[src/rtl/cpu_axi_master_if.sv]
// ---------------------------------------------------------------------------
// cpu_axi_master_if
// Purpose : AXI4 channel bundle between cpu_axi_master and its slave.
//           Only single-beat transfers are used, but the full set of
//           single-beat fields is carried so the bus looks like plain AXI4.
// Signals : AR (ARID/ARADDR/ARLEN/ARSIZE/ARBURST/ARVALID/ARREADY)
//           R  (RID/RDATA/RRESP/RLAST/RVALID/RREADY)
//           AW (AWID/AWADDR/AWLEN/AWSIZE/AWBURST/AWVALID/AWREADY)
//           W  (WDATA/WSTRB/WLAST/WVALID/WREADY)
//           B  (BID/BRESP/BVALID/BREADY)
// Modports: master (bridge side), slave (memory / interconnect side)
// ---------------------------------------------------------------------------
interface cpu_axi_master_if #(
  parameter int ADDR_W = 32,
  parameter int DATA_W = 32
);
  logic [3:0]          ARID;
  logic [ADDR_W-1:0]   ARADDR;
  logic [3:0]          ARLEN;
  logic [2:0]          ARSIZE;
  logic [1:0]          ARBURST;
  logic                ARVALID;
  logic                ARREADY;

  logic [3:0]          RID;
  logic [DATA_W-1:0]   RDATA;
  logic [1:0]          RRESP;
  logic                RLAST;
  logic                RVALID;
  logic                RREADY;

  logic [3:0]          AWID;
  logic [ADDR_W-1:0]   AWADDR;
  logic [3:0]          AWLEN;
  logic [2:0]          AWSIZE;
  logic [1:0]          AWBURST;
  logic                AWVALID;
  logic                AWREADY;

  logic [DATA_W-1:0]   WDATA;
  logic [DATA_W/8-1:0] WSTRB;
  logic                WLAST;
  logic                WVALID;
  logic                WREADY;

  logic [3:0]          BID;
  logic [1:0]          BRESP;
  logic                BVALID;
  logic                BREADY;

  modport master (
    output ARID, ARADDR, ARLEN, ARSIZE, ARBURST, ARVALID,
    input  ARREADY,
    input  RID, RDATA, RRESP, RLAST, RVALID,
    output RREADY,
    output AWID, AWADDR, AWLEN, AWSIZE, AWBURST, AWVALID,
    input  AWREADY,
    output WDATA, WSTRB, WLAST, WVALID,
    input  WREADY,
    input  BID, BRESP, BVALID,
    output BREADY
  );

  modport slave (
    input  ARID, ARADDR, ARLEN, ARSIZE, ARBURST, ARVALID,
    output ARREADY,
    output RID, RDATA, RRESP, RLAST, RVALID,
    input  RREADY,
    input  AWID, AWADDR, AWLEN, AWSIZE, AWBURST, AWVALID,
    output AWREADY,
    input  WDATA, WSTRB, WLAST, WVALID,
    output WREADY,
    output BID, BRESP, BVALID,
    input  BREADY
  );
endinterface

[src/rtl/cpu_axi_master.sv]
// ---------------------------------------------------------------------------
// cpu_axi_master
// Purpose : Single-outstanding AXI4 master bridge for one CPU memory port
//           (IM or DM). A level read/write request becomes one single-beat
//           AXI4 transaction; stall is held until the response returns,
//           followed by one DONE cycle with stall low.
// Ports   : clk, rst (asynchronous, active-high)
//           req_read, req_write, req_addr, req_wdata, req_core_type (in)
//           req_rdata, stall, err (out)
//           axi : cpu_axi_master_if.master
// Config  : `define CPU_AXI_MASTER_RESP_CHECK_EN to flag non-OKAY RRESP/BRESP
//           on the sticky err output and return zero data on a failed read.
//           Left undefined, responses are ignored and err is tied low.
// ---------------------------------------------------------------------------
module cpu_axi_master #(
  parameter logic [3:0] MASTER_ID = 4'd0,
  parameter int         ADDR_W    = 32,
  parameter int         DATA_W    = 32
) (
  input  logic              clk,
  input  logic              rst,
  input  logic              req_read,
  input  logic              req_write,
  input  logic [ADDR_W-1:0] req_addr,
  input  logic [DATA_W-1:0] req_wdata,
  input  logic [2:0]        req_core_type,
  output logic [DATA_W-1:0] req_rdata,
  output logic              stall,
  output logic              err,
  cpu_axi_master_if.master  axi
);

  typedef enum logic [2:0] {
    IDLE, RD_ADDR, RD_DATA, WR, WR_RESP, DONE
  } state_t;

  state_t            r_state, w_state_next;
  logic [ADDR_W-1:0] r_addr;
  logic [DATA_W-1:0] r_wdata;
  logic [DATA_W-1:0] r_rdata;
  logic [2:0]        r_size;
  logic [3:0]        r_strb;
  logic              r_aw_done, r_w_done;

  logic              w_start;
  logic [2:0]        w_size;
  logic [3:0]        w_strb;
  logic              w_arvalid, w_rready, w_awvalid, w_wvalid, w_bready;
  logic              w_stall;
  logic              w_aw_ok, w_w_ok;

  assign w_start = (r_state == IDLE) && (req_read || req_write);

  // Size and byte-lane strobe for the incoming request; registered on start.
  always_comb begin
    w_size = 3'd2;
    w_strb = 4'b1111;
    case (req_core_type)
      3'd1: begin
        w_size = 3'd1;
        w_strb = 4'b0011 << {req_addr[1], 1'b0};
      end
      3'd2: begin
        w_size = 3'd0;
        w_strb = 4'b0001 << req_addr[1:0];
      end
      default: ;
    endcase
  end

  // A channel counts as finished if it handshook earlier or handshakes now,
  // so simultaneous AW/W completion also leaves WR in one step.
  assign w_aw_ok = r_aw_done || (axi.AWVALID && axi.AWREADY);
  assign w_w_ok  = r_w_done  || (axi.WVALID  && axi.WREADY);

  always_ff @(posedge clk or posedge rst) begin
    if (rst) r_state <= IDLE;
    else     r_state <= w_state_next;
  end

  always_comb begin
    w_state_next = r_state;
    w_stall      = 1'b0;
    w_arvalid    = 1'b0;
    w_rready     = 1'b0;
    w_awvalid    = 1'b0;
    w_wvalid     = 1'b0;
    w_bready     = 1'b0;
    case (r_state)
      IDLE: begin
        // Write wins when both are requested; the read is simply dropped.
        if (req_write) begin
          w_stall      = 1'b1;
          w_state_next = WR;
        end else if (req_read) begin
          w_stall      = 1'b1;
          w_state_next = RD_ADDR;
        end
      end
      RD_ADDR: begin
        w_stall   = 1'b1;
        w_arvalid = 1'b1;
        if (axi.ARREADY) w_state_next = RD_DATA;
      end
      RD_DATA: begin
        w_stall  = 1'b1;
        w_rready = 1'b1;
        if (axi.RVALID) w_state_next = DONE;
      end
      WR: begin
        w_stall   = 1'b1;
        w_awvalid = !r_aw_done;
        w_wvalid  = !r_w_done;
        if (w_aw_ok && w_w_ok) w_state_next = WR_RESP;
      end
      WR_RESP: begin
        w_stall  = 1'b1;
        w_bready = 1'b1;
        if (axi.BVALID) w_state_next = DONE;
      end
      DONE:    w_state_next = IDLE;
      default: w_state_next = IDLE;
    endcase
  end

  // Stall must read low while reset is held, even with a request pending.
  assign stall = w_stall && !rst;

  always_ff @(posedge clk or posedge rst) begin
    if (rst) begin
      r_addr    <= '0;
      r_wdata   <= '0;
      r_rdata   <= '0;
      r_size    <= '0;
      r_strb    <= '0;
      r_aw_done <= 1'b0;
      r_w_done  <= 1'b0;
    end else begin
      if (w_start) begin
        r_addr  <= req_addr;
        r_wdata <= req_wdata;
        r_size  <= w_size;
        r_strb  <= w_strb;
      end
      r_aw_done <= (r_state == WR) && (w_state_next == WR) && w_aw_ok;
      r_w_done  <= (r_state == WR) && (w_state_next == WR) && w_w_ok;
      if ((r_state == RD_DATA) && axi.RVALID) begin
`ifdef CPU_AXI_MASTER_RESP_CHECK_EN
        r_rdata <= (axi.RRESP != 2'b00) ? '0 : axi.RDATA;
`else
        r_rdata <= axi.RDATA;
`endif
      end
    end
  end

`ifdef CPU_AXI_MASTER_RESP_CHECK_EN
  logic r_err;
  always_ff @(posedge clk or posedge rst) begin
    if (rst) begin
      r_err <= 1'b0;
    end else begin
      if ((r_state == RD_DATA) && axi.RVALID && (axi.RRESP != 2'b00)) r_err <= 1'b1;
      if ((r_state == WR_RESP) && axi.BVALID && (axi.BRESP != 2'b00)) r_err <= 1'b1;
    end
  end
  assign err = r_err;
`else
  assign err = 1'b0;
`endif

  assign req_rdata   = r_rdata;

  assign axi.ARID    = MASTER_ID;
  assign axi.ARADDR  = r_addr;
  assign axi.ARLEN   = 4'd0;
  assign axi.ARSIZE  = r_size;
  assign axi.ARBURST = 2'b01;
  assign axi.ARVALID = w_arvalid;
  assign axi.RREADY  = w_rready;

  assign axi.AWID    = MASTER_ID;
  assign axi.AWADDR  = r_addr;
  assign axi.AWLEN   = 4'd0;
  assign axi.AWSIZE  = r_size;
  assign axi.AWBURST = 2'b01;
  assign axi.AWVALID = w_awvalid;

  assign axi.WDATA   = r_wdata;
  assign axi.WSTRB   = r_strb;
  assign axi.WLAST   = 1'b1;
  assign axi.WVALID  = w_wvalid;
  assign axi.BREADY  = w_bready;

endmodule

[src/flat_wrapper.sv]
// flat-port wrapper written by rule: the top's interface ports become plain ports
module cpu_axi_master_flat 
#(
  parameter logic [3:0] MASTER_ID = 4'd0,
  parameter int         ADDR_W    = 32,
  parameter int         DATA_W    = 32
)
  (clk, rst, req_read, req_write, req_addr, req_wdata, req_core_type, req_rdata, stall, err, axi_ARID, axi_ARADDR, axi_ARLEN, axi_ARSIZE, axi_ARBURST, axi_ARVALID, axi_ARREADY, axi_RID, axi_RDATA, axi_RRESP, axi_RLAST, axi_RVALID, axi_RREADY, axi_AWID, axi_AWADDR, axi_AWLEN, axi_AWSIZE, axi_AWBURST, axi_AWVALID, axi_AWREADY, axi_WDATA, axi_WSTRB, axi_WLAST, axi_WVALID, axi_WREADY, axi_BID, axi_BRESP, axi_BVALID, axi_BREADY);
  cpu_axi_master_if #(.ADDR_W(ADDR_W), .DATA_W(DATA_W)) axi_i ();
  input  logic clk;
  input  logic rst;
  input  logic req_read;
  input  logic req_write;
  input  logic [ADDR_W-1:0] req_addr;
  input  logic [DATA_W-1:0] req_wdata;
  input  logic [2:0] req_core_type;
  output logic [DATA_W-1:0] req_rdata;
  output logic stall;
  output logic err;
  output wire logic [$bits(axi_i.ARID)-1:0] axi_ARID;
  output wire logic [$bits(axi_i.ARADDR)-1:0] axi_ARADDR;
  output wire logic [$bits(axi_i.ARLEN)-1:0] axi_ARLEN;
  output wire logic [$bits(axi_i.ARSIZE)-1:0] axi_ARSIZE;
  output wire logic [$bits(axi_i.ARBURST)-1:0] axi_ARBURST;
  output wire logic [$bits(axi_i.ARVALID)-1:0] axi_ARVALID;
  input wire logic [$bits(axi_i.ARREADY)-1:0] axi_ARREADY;
  input wire logic [$bits(axi_i.RID)-1:0] axi_RID;
  input wire logic [$bits(axi_i.RDATA)-1:0] axi_RDATA;
  input wire logic [$bits(axi_i.RRESP)-1:0] axi_RRESP;
  input wire logic [$bits(axi_i.RLAST)-1:0] axi_RLAST;
  input wire logic [$bits(axi_i.RVALID)-1:0] axi_RVALID;
  output wire logic [$bits(axi_i.RREADY)-1:0] axi_RREADY;
  output wire logic [$bits(axi_i.AWID)-1:0] axi_AWID;
  output wire logic [$bits(axi_i.AWADDR)-1:0] axi_AWADDR;
  output wire logic [$bits(axi_i.AWLEN)-1:0] axi_AWLEN;
  output wire logic [$bits(axi_i.AWSIZE)-1:0] axi_AWSIZE;
  output wire logic [$bits(axi_i.AWBURST)-1:0] axi_AWBURST;
  output wire logic [$bits(axi_i.AWVALID)-1:0] axi_AWVALID;
  input wire logic [$bits(axi_i.AWREADY)-1:0] axi_AWREADY;
  output wire logic [$bits(axi_i.WDATA)-1:0] axi_WDATA;
  output wire logic [$bits(axi_i.WSTRB)-1:0] axi_WSTRB;
  output wire logic [$bits(axi_i.WLAST)-1:0] axi_WLAST;
  output wire logic [$bits(axi_i.WVALID)-1:0] axi_WVALID;
  input wire logic [$bits(axi_i.WREADY)-1:0] axi_WREADY;
  input wire logic [$bits(axi_i.BID)-1:0] axi_BID;
  input wire logic [$bits(axi_i.BRESP)-1:0] axi_BRESP;
  input wire logic [$bits(axi_i.BVALID)-1:0] axi_BVALID;
  output wire logic [$bits(axi_i.BREADY)-1:0] axi_BREADY;
  assign axi_ARID = axi_i.ARID;
  assign axi_ARADDR = axi_i.ARADDR;
  assign axi_ARLEN = axi_i.ARLEN;
  assign axi_ARSIZE = axi_i.ARSIZE;
  assign axi_ARBURST = axi_i.ARBURST;
  assign axi_ARVALID = axi_i.ARVALID;
  assign axi_i.ARREADY = axi_ARREADY;
  assign axi_i.RID = axi_RID;
  assign axi_i.RDATA = axi_RDATA;
  assign axi_i.RRESP = axi_RRESP;
  assign axi_i.RLAST = axi_RLAST;
  assign axi_i.RVALID = axi_RVALID;
  assign axi_RREADY = axi_i.RREADY;
  assign axi_AWID = axi_i.AWID;
  assign axi_AWADDR = axi_i.AWADDR;
  assign axi_AWLEN = axi_i.AWLEN;
  assign axi_AWSIZE = axi_i.AWSIZE;
  assign axi_AWBURST = axi_i.AWBURST;
  assign axi_AWVALID = axi_i.AWVALID;
  assign axi_i.AWREADY = axi_AWREADY;
  assign axi_WDATA = axi_i.WDATA;
  assign axi_WSTRB = axi_i.WSTRB;
  assign axi_WLAST = axi_i.WLAST;
  assign axi_WVALID = axi_i.WVALID;
  assign axi_i.WREADY = axi_WREADY;
  assign axi_i.BID = axi_BID;
  assign axi_i.BRESP = axi_BRESP;
  assign axi_i.BVALID = axi_BVALID;
  assign axi_BREADY = axi_i.BREADY;
  cpu_axi_master #(.MASTER_ID(MASTER_ID), .ADDR_W(ADDR_W), .DATA_W(DATA_W)) u_core (.clk(clk), .rst(rst), .req_read(req_read), .req_write(req_write), .req_addr(req_addr), .req_wdata(req_wdata), .req_core_type(req_core_type), .req_rdata(req_rdata), .stall(stall), .err(err), .axi(axi_i));
endmodule
[config.mk]
export PLATFORM = sky130hd
export DESIGN_NAME = cpu_axi_master_flat
export DESIGN_NICKNAME = d
export VERILOG_FILES = /design/src/rtl/cpu_axi_master_if.sv /design/src/rtl/cpu_axi_master.sv /design/src/flat_wrapper.sv
export SDC_FILE = /design/constraint.sdc
export NUM_CORES = 1
export LEC_CHECK = 0
export CORE_UTILIZATION = 38
export CTS_BUF_LIST = sky130_fd_sc_hd__clkbuf_8
export CTS_CLUSTER_DIAMETER = 200
export CTS_CLUSTER_SIZE = 28
export DETAILED_ROUTE_END_ITERATION = 8
export HOLD_SLACK_MARGIN = 0.05
export PLACE_DENSITY = 0.82
export SLEW_MARGIN = 25
export SYNTH_ARGS = -nofsm -noshare
export SYNTH_HDL_FRONTEND = slang
export SYNTH_SLANG_ARGS = --single-unit
[constraint.sdc]
create_clock -name clk -period 4.4 [get_ports clk]
set_input_delay 0.44 -clock clk [delete_from_list [all_inputs] [get_ports clk]]
set_output_delay 0.44 -clock clk [all_outputs]
set_load 0.1 [all_outputs]
### After elaboration in Yosys (flattened, before gate mapping)

Cells that the tools add are included.

| storage, ports and cells | value |
|---|---|
| word-level logic and storage cells | 51 |
| output and inout port bits | 166 |
| flip-flop bits (word level) | 108 |

| operators by class | value |
|---|---|
| muxes and demuxes | 17 |
| equality and inequality tests | 7 |
| shift operators | 2 |
| reductions and logical operators | 17 |

Operator list:

| operator | number |
|---|---|
| 3-bit two-way mux | 6 |
| 3-bit case mux with 5 select lines | 1 |
| 3-bit by 2-bit == test with 1-bit output, second input constant | 4 |
| 1-bit logical AND | 9 |
| 4-bit case mux with 2 select lines | 1 |
| 1-bit two-way mux | 7 |
| 3-bit by 1-bit == test with 1-bit output, second input constant | 2 |
| 2-bit case mux with 2 select lines | 1 |
| 4-bit OR reduction | 1 |
| 1-bit by 2-bit << shifter with 4-bit output, first input constant | 1 |
| 2-bit by 2-bit << shifter with 4-bit output, first input constant | 1 |
| 3-bit == test, second input constant | 1 |
| 1-bit logical NOT | 3 |
| 3-bit logical NOT | 1 |
| 1-bit logical OR | 3 |
| 1-bit case mux with 2 select lines | 1 |

### Depth between registers and ports, before layout

| depth | value |
|---|---|
| depth after elaboration | 10 |
| mapped depth | 7 |
| gate-level depth less buffers | 4 |

### Worst setup path before layout

No wires, ideal clock.

| timing | value |
|---|---|
| path type | input to output |
| start point | in rst |
| end point | out stall |
| stages on the path | 3 |
| slack | -371 ps |
| arrival time | 4331 ps |
| path through | inv_1 -> nand2_1 -> a21oi_1 |

| between the ends | value |
|---|---|
| cells in the longest elaborated chain, start to end | 2 |

Ends and longest elaborated chain:

| what | line | RTL |
|---|---|---|
| from (decl) | flat_wrapper.sv:11 | `input logic rst;` |
| 1-bit logical NOT (no line) | -- |  |
| 1-bit logical AND | cpu_axi_master.sv:127 | `assign stall = w_stall && !rst;` |
| to (decl) | flat_wrapper.sv:18 | `output logic stall;` |

Every way passes these cells.

### Worst setup path after layout

| timing | value |
|---|---|
| start point | reg u_core.r_state[1] |
| end point | out axi_AWVALID |

| between the ends | value |
|---|---|
| cells in the longest elaborated chain, start to end | 2 |

Ends and longest elaborated chain:

| what | line | RTL |
|---|---|---|
| from (decl) | cpu_axi_master.sv:37 | `state_t r_state, w_state_next;` |
| from (signal assigned) | cpu_axi_master.sv:78 | `else r_state <= w_state_next;` |
| 3-bit by 2-bit == test with 1-bit output | cpu_axi_master.sv:89 | `case (r_state)` |
| 1-bit two-way mux | cpu_axi_master.sv:89 |  |
| to (decl) | flat_wrapper.sv:38 | `output wire logic [$bits(axi_i.AWVALID)-1:0] axi_AWVALID;` |

Every way passes these cells.

==> impl_metrics.env <==
export IMPL_status="finished, final reports clean"
export IMPL_cts_tree="yes"
export IMPL_drtIter0Drc=177
export IMPL_syn_instance_count=468
export IMPL_drive_above_1_share_pct=6.32
export IMPL_synth_yosys_seq_area_share_pct=57.1
export IMPL_worst_pin_slew_ps=1020
export IMPL_ios=287
export IMPL_synth_async_reset_ratio_pct=100
export IMPL_wire_per_inst_microns=13.8
export IMPL_initial_core_util_pct=39.0
export IMPL_grt_pass1_wl_microns=18800
export IMPL_finalSetupViolCount=0
export IMPL_timing_final_ws_setup_ps=1280
export IMPL_die_h_microns=113
export IMPL_drtAntennaViolNets=0
export IMPL_cts_clk_slew_worst_paths_ps=90
export IMPL_fin_crit_ps=3120
export IMPL_hpwl_microns=8560
export IMPL_hold_class="reg2reg"
export IMPL_routed_wl_microns=11400
export IMPL_rows=40
export IMPL_setup_tns_ps=0
export IMPL_utilization_pct=58.8
export IMPL_first_pass_iters=4
export IMPL_htreeDepth=3
export IMPL_avgViaCountPerCell=4.55
export IMPL_postCtsHoldBufs=0
export IMPL_critical_path_max_fanout=10
export IMPL_die_area_sq_um=12800
export IMPL_fin_worst_skew_ps=10.8
export IMPL_via_count=3766
export IMPL_cts_resized=0
export IMPL_cts_inserted_buffers=9
export IMPL_synthFlopType="dfrtp_1"
export IMPL_antenna_found_initial=1
export IMPL_fill_cells=977
export IMPL_clkSinkCount=107
export IMPL_rsz0062_at_grt="false"
export IMPL_final_cell_area_sq_um=7070
export IMPL_core_sq_um=12000
export IMPL_dp_slack_ps=1600
export IMPL_synth_edff_count=0
export IMPL_hold_violations=0
export IMPL_layout_nets=796
export IMPL_cts_path_max_buffers=2
export IMPL_die_x_microns=113
export IMPL_max_slew_margin_pct=31.9
export IMPL_cp_start_kind="flop"
export IMPL_clk_latency_ps=360
export IMPL_cts_root_buffer="clkbuf_8"
export IMPL_gp_congestion=0.793
export IMPL_fmax_ghz=0.321
export IMPL_io_buffers=249
export IMPL_area_delta_synth_final_pct=50.7
export IMPL_final_max_slew_violation_count=0
export IMPL_grtUsageTotal_pct=18.6
export IMPL_avgSynthCellArea_sq_um=10.0
export IMPL_cap_violations=0
export IMPL_drc_errors=0
export IMPL_end_kind="primary output"
export IMPL_min_period_over_period_pct=70.9
export IMPL_arrival_ps=2680
export IMPL_grt_pass1_vias=3812
export IMPL_cp_required_ps=3960
export IMPL_ys_ff_latch=107
export IMPL_synth_warning_count=0
export IMPL_postCtsSetupBuffers=0
export IMPL_ys_types=31
export IMPL_dpl_cell_area_sq_um=6880
export IMPL_crit_type="reg2out"
export IMPL_gr_total_overflow=0
export IMPL_grt_max_degree=71
export IMPL_syn_area_sq_um=4690
-- critical path, cell delays in order (launching register included) --
cell and delay (ps):
dfrtp_1 560, nor2b_1 250, nand2_1 190, nor2_1 160
clkdlybuf4s50_1 1150
-- cell type report --
cell class	count	area [sq um]	share of cell area, %
Clock inverter	5	28.8	0.407
Clock buffer	11	151	2.14
Sequential cell	107	2680	37.9
Timing Repair Buffer	253	2520	35.7
Tap cell	147	184	2.60
Multi-Input combinational cell	302	1490	21.1
Inverter	2	11.3	0.159
Antenna cell	1	2.50	0.0354
-- sequential cells by signal, summed over array words and instances (netlist names) --
name               cells
u_core.axi.WSTRB       4
u_core.r_aw_done       1
u_core.axi.WDATA      32
u_core.req_rdata      32
u_core.r_w_done        1
u_core.axi.ARADDR     32
u_core.r_state         3
u_core.axi.ARSIZE      2
-- metal layers --
| metal | GRT usage [%] | up-vias | part of all wire [%] |
|---|---|---|---|
| li1 | - | 1797 | - |
| met1 | 21.0 | 1773 | 39 |
| met2 | 32.5 | 178 | 50 |
| met3 | 5.36 | 18 | 8.5 |
| met4 | 8.33 | 0 | 2.6 |
| met5 | 0 | - | 0 |
-- stage by stage --
| step | instances | hold WS (ps) |
|---|---|---|
| 4_1_cts | 827 | 476 |
| 6_report | 828 | 470 |
| 2_1_floorplan | 490 | 433 |
| 5_1_grt | 828 | 506 |
| 3_5_place_dp | 811 | 461 |
| 3_3_place_gp | 811 | 456 |
-- synth_stat cells (all sizes together), types with 2 or more instances --
cell	n	area share, %
nand2	198	16
dfrtp	107	57
buf	78	13
mux2	32	7.7
nor2	13	1.0
a21oi	7	0.75
nor3	5	0.75
nand2b	4	0.53
nor4	3	0.72
and2	2	0.27
conb	2	0.16
inv	2	0.16
nor3b	2	0.32
o21ai	2	0.21
-- logic make-up after synthesis --
kind of cell,Yosys count,share of synthesized area (%)
other,2,0.160
multiplexers,32,7.69
XOR/XNOR,1,0.187
flip-flops,107,57.1
buffers and inverters,81,12.9
AND/OR/NAND/NOR,231,20.1
AO/OA/AOI/OAI,14,1.82
-- placed cells by master, fill, tap and decap left out, types with 3 or more instances in the layout --
master           count
nand2_1            198
mux2_2              18
clkinvlp_4           3
nand2b_1             4
mux2_1              14
conb_1              24
clkbuf_8            11
nor2_1              13
nor3_1               3
clkdlybuf4s50_1    249
a21oi_1              7
dfrtp_1            107
buf_4                4
-- final timing paths --
check	cells after the start	slack, ps	end	start
min	1	470	u_core.r_aw_done	u_core.r_w_done
min reg2reg	1	470	u_core.r_aw_done	u_core.r_w_done
max in group asynchronous	4	2560	u_core.axi.ARSIZE[1]	rst
max	4	1280	axi_AWVALID	u_core.r_state[1]
max reg2reg	3	2270	u_core.axi.WSTRB[0]	u_core.r_state[0]
min in group asynchronous	3	620	u_core.req_rdata[16]	rst
Power is not shown: default switching activity piles up to over one toggle a cycle in this logic, so the estimate is an artifact.
